<file path="src/rtl/at86_iq_lvds_tx.sv">
// AT86RF215 TX I/Q serializer: accepts 32-bit {I,Q} words and shifts out 32-bit frames MSB-first.
// Optional: define AT86_IQ_TX_HOLD_LAST_EN to retransmit the last frame on underrun.
module at86_iq_lvds_tx (
    input  logic        clk,
    input  logic        reset,
    input  logic        tx_enable,
    input  logic [31:0] s_iq_data,
    input  logic        s_iq_valid,
    output logic        s_iq_ready,
    output logic        tx_data,
    output logic        tx_sync,
    output logic        tx_busy,
    output logic [15:0] underrun_cnt
);

    typedef enum logic {
        IDLE,
        SHIFT
    } state_t;

    state_t      state_q, state_d;
    logic [31:0] hold_q;
    logic        hold_valid;
    logic [31:0] shift_q;
    logic [4:0]  bit_cnt;
    logic        sync_q;
    logic [15:0] underrun_q;
    logic        accept;
    logic        load_new;
    logic        load_last;
    logic        count_underrun;

    // Only the top 13 bits of each sample are transmitted.
    logic unused_low_bits;
    assign unused_low_bits = &{1'b0, s_iq_data[18:16], s_iq_data[2:0]};

    function automatic logic [31:0] build_frame(input logic [31:0] w);
        return {2'b10, w[31:19], 1'b0, 2'b01, w[15:3], 1'b0};
    endfunction

    assign accept       = s_iq_valid && !hold_valid;
    assign s_iq_ready   = !hold_valid;
    assign tx_data      = shift_q[31];
    assign tx_sync      = sync_q;
    assign tx_busy      = (state_q == SHIFT);
    assign underrun_cnt = underrun_q;

    // NOTE: every signal written here gets a default first, so no latch is inferred.
    always_comb begin
        state_d        = state_q;
        load_new       = 1'b0;
        load_last      = 1'b0;
        count_underrun = 1'b0;
        case (state_q)
            IDLE: begin
                if (tx_enable && hold_valid) begin
                    state_d  = SHIFT;
                    load_new = 1'b1;
                end
            end
            SHIFT: begin
                if (bit_cnt == 5'd31) begin
                    if (tx_enable && hold_valid) begin
                        load_new = 1'b1;
                    end else if (tx_enable) begin
                        count_underrun = 1'b1;
`ifdef AT86_IQ_TX_HOLD_LAST_EN
                        load_last = 1'b1;
`else
                        state_d = IDLE;
`endif
                    end else begin
                        state_d = IDLE;
                    end
                end
            end
            default: state_d = IDLE;
        endcase
    end

`ifdef AT86_IQ_TX_HOLD_LAST_EN
    logic [31:0] last_q;

    always_ff @(posedge clk or posedge reset) begin
        if (reset) begin
            last_q <= '0;
        end else if (load_new) begin
            last_q <= hold_q;
        end
    end
`else
    logic [31:0] last_q;
    assign last_q = '0;
`endif

    // NOTE: sequential state uses non-blocking assignments so every flop samples pre-edge values.
    always_ff @(posedge clk or posedge reset) begin
        if (reset) begin
            state_q    <= IDLE;
            hold_valid <= 1'b0;
            bit_cnt    <= '0;
            sync_q     <= 1'b0;
            underrun_q <= '0;
        end else begin
            state_q <= state_d;
            sync_q  <= load_new || load_last;
            if (load_new) begin
                hold_valid <= 1'b0;
            end else if (accept) begin
                hold_valid <= 1'b1;
            end
            if (load_new || load_last) begin
                bit_cnt <= '0;
            end else if (state_q == SHIFT) begin
                bit_cnt <= bit_cnt + 5'd1;
            end
            if (count_underrun && underrun_q != 16'hFFFF) begin
                underrun_q <= underrun_q + 16'd1;
            end
        end
    end

    // NOTE: the data registers are reset too; an aborted frame must leave tx_data low at once.
    always_ff @(posedge clk or posedge reset) begin
        if (reset) begin
            hold_q  <= '0;
            shift_q <= '0;
        end else begin
            if (accept) begin
                hold_q <= build_frame(s_iq_data);
            end
            // After 32 shifts the register is all zeros, which keeps tx_data low in IDLE.
            if (load_new) begin
                shift_q <= hold_q;
            end else if (load_last) begin
                shift_q <= last_q;
            end else if (state_q == SHIFT) begin
                shift_q <= {shift_q[30:0], 1'b0};
            end
        end
    end

endmodule

</file>
<file path="config.mk">
export PLATFORM = sky130hd
export DESIGN_NAME = at86_iq_lvds_tx
export DESIGN_NICKNAME = d
export VERILOG_FILES = /design/src/rtl/at86_iq_lvds_tx.sv
export SDC_FILE = /design/constraint.sdc
export NUM_CORES = 1
export LEC_CHECK = 0
export ABC_CLOCK_PERIOD_IN_PS = 4400
export CORE_UTILIZATION = 47
export CTS_CLUSTER_SIZE = 24
export DETAILED_ROUTE_END_ITERATION = 6
export DONT_BUFFER_PORTS = 1
export PLACE_DENSITY = 0.59
export SLEW_MARGIN = 0
export SYNTH_ARGS = -nofsm -noshare
export SYNTH_HDL_FRONTEND = slang
export SYNTH_SLANG_ARGS = --single-unit
</file>
<file path="constraint.sdc">
create_clock -name clk -period 4.4 [get_ports clk]
set_input_delay 0.22 -clock clk [delete_from_list [all_inputs] [get_ports clk]]
set_output_delay 0.22 -clock clk [all_outputs]
set_load 0.02 [all_outputs]
</file>
======== Word-level counts from Yosys, hierarchy flattened ========
Cells that the tools add are included.
W data, S select, Z words.
storage, ports and cells
  register bits after elaboration ......... 84
  latch bits .............................. 0
  memory bits (writable) .................. 0
  ROM bits ................................ 0
  output and inout bits ................... 20
  memories ................................ 0
operators by class
  add/sub/neg operators ................... 2
  multiply operators ...................... 0
  divide/modulo/power cells ............... 0
  magnitude comparators ................... 0
  eq/ne operators ......................... 2
  shift-type cells ........................ 0
  multiplexer cells ....................... 15
  bitwise gates (word level) .............. 1
  reductions and logical operators ........ 6
operators by type and width
  operator                 number
  $mux W32                 2
  $add A16 B1 Y16 const B  1
  $ne A16 B16 Y1 const B   1
  $mux W5                  2
  $mux W1                  9
  $add A5 B1 Y5 const B    1
  $eq A5 B5 Y1 const B     1
  $pmux W1 S2              2
  $reduce_bool A2 Y1       2
  $logic_and A1 B1 Y1      3
  $logic_not A1 Y1         1
  $not A1 Y1               1

======== Logic depth before layout (Yosys ltp) ========
  depth in word-level cells ............... 5
  mapped depth ............................ 8
  mapped depth without buffers ............ 7

======== Least setup slack after synthesis ========
OpenSTA, ideal clock, no wires.
  path type ............................... reg-to-reg
  start point ............................. register bit_cnt[0]
  end point ............................... register underrun_q[13], in the netlist underrun_cnt[13]
  arrival ................................. 1785 ps
  setup slack ............................. 2535 ps
  cell stages (with the launch flop) ...... 8
  buffers on the path ..................... 0
  cell sequence ........................... dfrtp_1 -> ha_1 -> and3_1 -> ha_1 -> and4b_1 -> nand4_2 -> nor4_1 -> xor2_1
on the way
  cells in the longest elaborated chain, start to end .. 4
ends and longest elaborated chain
  what                    line  text
  from (decl)             25    logic [4:0] bit_cnt;
  from (signal assigned)  115   bit_cnt <= bit_cnt + 5'd1;
  $eq A5 B5 Y1            62    if (bit_cnt == 5'd31) begin
  $mux W1                 62
  $mux W1                 54    case (state_q)
  $logic_and A1 B1 Y1     117   if (count_underrun && underrun_q != 16'hFFFF) begin
  to (signal assigned)    118   underrun_q <= underrun_q + 16'd1;
  to (decl)               27    logic [15:0] underrun_q;
No other way between the ends.
A chain may end at the register's enable or synchronous reset.

======== Worst setup path after layout ========
  start point ............................. register bit_cnt[0]
  end point ............................... register shift_q[31]
on the way
  cells in the longest elaborated chain, start to end .. 4
  elaborated cells on any way between the ends .. 5
  those cells by class .................... eq/ne: 1; mux: 3; reduce/logical: 1
ends and longest elaborated chain
  what                                            line  text
  $eq A5 B5 Y1 (*)                                62
  $mux W1 (*)                                     62
  $pmux W1 S2 (*)                                 54
  $mux W32 or $reduce_bool A2 Y1 (tied branches)  -
  to (signal assigned)                            134   shift_q <= hold_q;
  to (signal assigned)                            136   shift_q <= last_q;
  to (signal assigned)                            138   shift_q <= {shift_q[30:0], 1'b0};
  to (decl)                                       24    logic [31:0] shift_q;
Mark *: on every way between the ends. The rest lies on a longest branch, timed or not.

==> run summary <==
The share of layout cells above drive strength 1 is 0.1631. The clock passes through at most 2 buffers. The share of synthesized cell area in and, or, nand and nor gates is 0.1718. The estimated wirelength of the detail-placed design is 4.283 mm. The effective utilization at floorplan came out at 0.4922. The tightest min-delay check is of the in -> reg type. The peak supply drop came out at 0.2551 mV. Of the synthesized area, sequential elements account for 0.5657. The floorplan die width came out at 89.85 microns. The overall fraction of global-route tracks in use came out at 0.1821. The standby leakage power came out at 0.001827 uW. Synthesis handed over a netlist of 323 instances. The pre-antenna-repair detailed-routing pass consisted of 4 iterations. Static timing analysis puts the maximum clock frequency at 397.6 MHz. The H-tree level count is 3.

STA classifies the critical path endpoint as a flip-flop. The total power divided by cell area came out at 570.2 nW/um^2. Counting cells, the worst reg-to-reg path comes to 7. The total core area came out at 7370 sq um. The count of fill cells added during filler insertion came out at 660. In this run the count of I/O pins placed on the die edge is 56. The number of sinks handled by clock tree synthesis came out at 82. The total congestion overflow is 0. Setup repair after global routing left no endpoint under its margin. Relative to the synthesized area, the layout overhead comes to 7.796%.

The number of flip-flops and latches in the synthesized netlist came out at 82. Of the total synthesized cell area, the portion taken by full adders, half adders and majority gates is 0.01035. The clock-pin slew on the worst setup and hold paths came out at 80 ps. After synthesis, the largest family of logic cells by area is simple AND/OR/NAND/NOR gates. Setup violations remaining at the end of the flow were counted as 0. The number of standard-cell rows in the floorplan is 31. The clock arrives with 7.292 ps of skew.

In this run the tightest slew margin relative to its limit is 0.4729. The cell count of the worst hold path is 1. The mean number of vias per cell is 5.729. 0 antenna diodes ended up in the layout.

The data required time at the worst endpoint came out at 4620 ps. The worst setup slack after placement is 1883 ps. Max-cap violations in this run came to 0. The TritonCTS buffer count is 9.

The critical path arrival is 2730 ps. The capturing point of the worst reg2reg path is shift_q[31]. Measured along the y axis, the die boundary spans 89.85 microns. For the pin with the worst max-slew slack, the measured transition is 787.8 ps. The via count of the first global-routing pass is 2370. Port buffering added 0 buffers. Once layout is complete, the utilization of the core stands at 0.5306.

The worst-case register-to-register setup slack came out at 1890 ps. The buffer cell driving the clock tree root is clkbuf_8. The startpoint of the tightest hold check path is s_iq_data[29]. The worst register-to-register path begins at bit_cnt[0]. For this run, the number of Yosys warnings is 0. The insertion delay of the later-clocked pin in the worst-skew pair is 330 ps. The area enclosed by the die boundary is 8073 sq um. In the routed design, unresolved DRC markers number 0. The total via count after detailed routing came out at 2429.

The wire length of the first global-routing pass came out at 11.83 mm. The setup TNS is 0 ps. The terminating pin of the worst hold path is hold_q[27]. The critical path is of the reg -> reg type.

In this run, distinct cell masters in the synthesized netlist total 32. The fraction of the mapped netlist area in compound gates came out at 0.09762. The run finished with clean final reports. The largest net degree at the start of global routing is 48.

TritonCTS built the clock tree. The count of pins over their slew limit came out at 0. The part of the cycle the worst path needs came out at 0.5716. For this block, the initial DRC count from the detailed router was 118. The routed wire length came out at 6.724 mm. Of the total synthesized cell area, the portion taken by XOR and XNOR cells is 0.03622. The worst path in the final design needs a cycle of 2515 ps, including I/O delays and setup. After layout, the worst setup slack is 1885 ps. The maximum fanout along the worst path is 15. Averaged over all synthesized cells, the footprint is 11.23 sq um.

In the final routed layout, each cell accounts on average for 15.86 microns. The number of nets in the layout came out at 360. The cell area that synthesis handed to floorplanning was 3627 sq um.

The detail route stage leaves a number of antenna-violating nets equal to 0. The startpoint class of the critical path is a flip-flop. The final-report hold violation count was 0. The post-synthesis mux area share came out at 0.09417. The last weighted congestion value of the routability-driven placer is 0.7700. The number of antenna violations at the first check in global routing is 0.

The post-synthesis net count is 362. In this run, post-CTS repair resized a total of 0 instances.
-- layer usage --
layer  global-route usage  vias up  share of wire  wire, microns
li1                     -     1165              -              -
met4              0.07392        0          0.014             91
met1               0.2573     1211           0.47           3171
met3              0.03976        8          0.044            297
met5                    0        -              0              0
met2               0.2737       45           0.47           3164
-- report_power, final --
part	switching [uW]	leakage, uW	internal, uW
Clock	250	0.0000962	274
Combinational	218	0.000702	273
Sequential	188	0.00103	1030
Total	656	0.00183	1570
-- cells in the final DEF, fill, tap and decap left out --
| cell | netlist | layout |
|---|---|---|
| dfrtp_1 | 82 | 82 |
| nor2_1 | 48 | 48 |
| mux2_2 | 29 | 29 |
| a211oi_1 | 25 | 25 |
| nor3_1 | 19 | 19 |
| and3_1 | 16 | 16 |
| o22ai_1 | 15 | 15 |
| xor2_1 | 14 | 14 |
| nand2_1 | 12 | 12 |
| clkbuf_8 | 0 | 10 |
| a22o_1 | 6 | 6 |
| nand4_1 | 5 | 5 |
| nor4_1 | 5 | 5 |
| nand3_1 | 4 | 4 |
| inv_1 | 4 | 3 |
| clkinv_2 | 0 | 3 |
| ha_1 | 3 | 3 |
| buf_4 | 0 | 3 |
| and2_1 | 2 | 2 |
| nand2b_1 | 2 | 2 |
| nor2b_2 | 1 | 2 |
| a21oi_1 | 2 | 2 |
| o21ai_0 | 2 | 2 |
| clkbuf_1 | 13 | 2 |
| dlygate4sd3_1 | 0 | 2 |
| and4b_1 | 1 | 1 |
| nand4_2 | 1 | 1 |
| nand4_4 | 1 | 1 |
| nor4_4 | 1 | 1 |
| nor4b_1 | 1 | 1 |
| xnor2_1 | 1 | 1 |
| or2_2 | 1 | 1 |
| mux2_4 | 1 | 1 |
| bufinv_16 | 0 | 1 |
-- cell usage after synthesis (all sizes together) --
| library cell | count | area, sq um |
|---|---|---|
| or2 | 1 | 6.260 |
| nor2b | 2 | 15.02 |
| dfrtp | 82 | 2052 |
| nand2 | 12 | 45.04 |
| a22o | 6 | 52.55 |
| a211oi | 25 | 187.7 |
| xnor2 | 1 | 8.760 |
| and2 | 2 | 12.51 |
| a21oi | 2 | 10.01 |
| inv | 4 | 15.01 |
| buf | 5 | 23.77 |
| nor4b | 1 | 8.760 |
| nor4 | 6 | 52.55 |
| nor3 | 19 | 95.09 |
| nand2b | 2 | 12.51 |
| o21ai | 2 | 10.01 |
| ha | 3 | 37.54 |
| nor2 | 48 | 180.2 |
| clkbuf | 13 | 48.80 |
| and4b | 1 | 10.01 |
| and3 | 16 | 100.1 |
| nand4 | 7 | 65.06 |
| o22ai | 15 | 93.84 |
| nand3 | 4 | 20.02 |
| xor2 | 14 | 122.6 |
| mux2 | 30 | 341.6 |
-- worst max-delay path, cell delays in order (launching register included) --
cell,delay (ps)
dfrtp_1,410
ha_1,210
and3_1,180
ha_1,220
nand3_1,470
nand2_1,540
o22ai_1,320
nor2_1,60
-- sequential cells by signal, summed over array words and instances, names as in the netlist --
name and flops:
bit_cnt 5, hold_q 27, hold_valid 1, shift_q 31, tx_busy 1, tx_sync 1, underrun_cnt 16
-- kinds of logic (layout without fill, tap and decap cells) --
group / count (synthesis) / count (layout)
simple gates: 121 / 121
compound gates: 50 / 50
flops: 82 / 82
mux: 30 / 30
buf+inv: 22 / 24
fa+ha+maj: 3 / 3
xor+xnor: 15 / 15
-- how the worst max path moves through the flow --
| stage | start | end | slack (ps) | depth (start not counted) |
|---|---|---|---|---|
| after detailed placement | bit_cnt[0] | shift_q[14] | 1880 | 7 |
| after global placement | hold_valid | shift_q[6] | 1920 | 4 |
| after global routing | bit_cnt[0] | shift_q[14] | 1660 | 7 |
| after floorplan | reset | bit_cnt[0] | 2070 | 1 |
| after CTS | bit_cnt[0] | shift_q[14] | 1870 | 7 |
| final | bit_cnt[0] | shift_q[31] | 1890 | 7 |
-- repair_timing --
item / CTS / global route
buffers inserted: 0 / 0
hold endpoints to repair: 47 / 0
hold buffers: 2 / 0
-- layout make-up --
type                       count  area, sq um  share of cell area
sequential                    82         2052              0.5248
timing repair buffer           5        42.54             0.01088
inverter                       4        16.27            0.004160
multi-input combinational    219         1490              0.3811
tap                           99        123.9             0.03168
clock inverter                 3        40.04             0.01024
clock buffer                  12        145.1             0.03712
-- per-stage QoR --
step           hold slack (ps)  std cells  area (sq um)  power (uW)
6_report                 28.96        424          3910        2229
5_1_grt                  7.794        424          3910        2393
4_1_cts                  11.51        424          3910        2260
3_5_place_dp             276.0        407          3705        1727
3_3_place_gp             277.1        407          3705        1704
2_1_floorplan            345.0        323          3627        1610
Note: power is estimated with default switching activity, not from simulation.
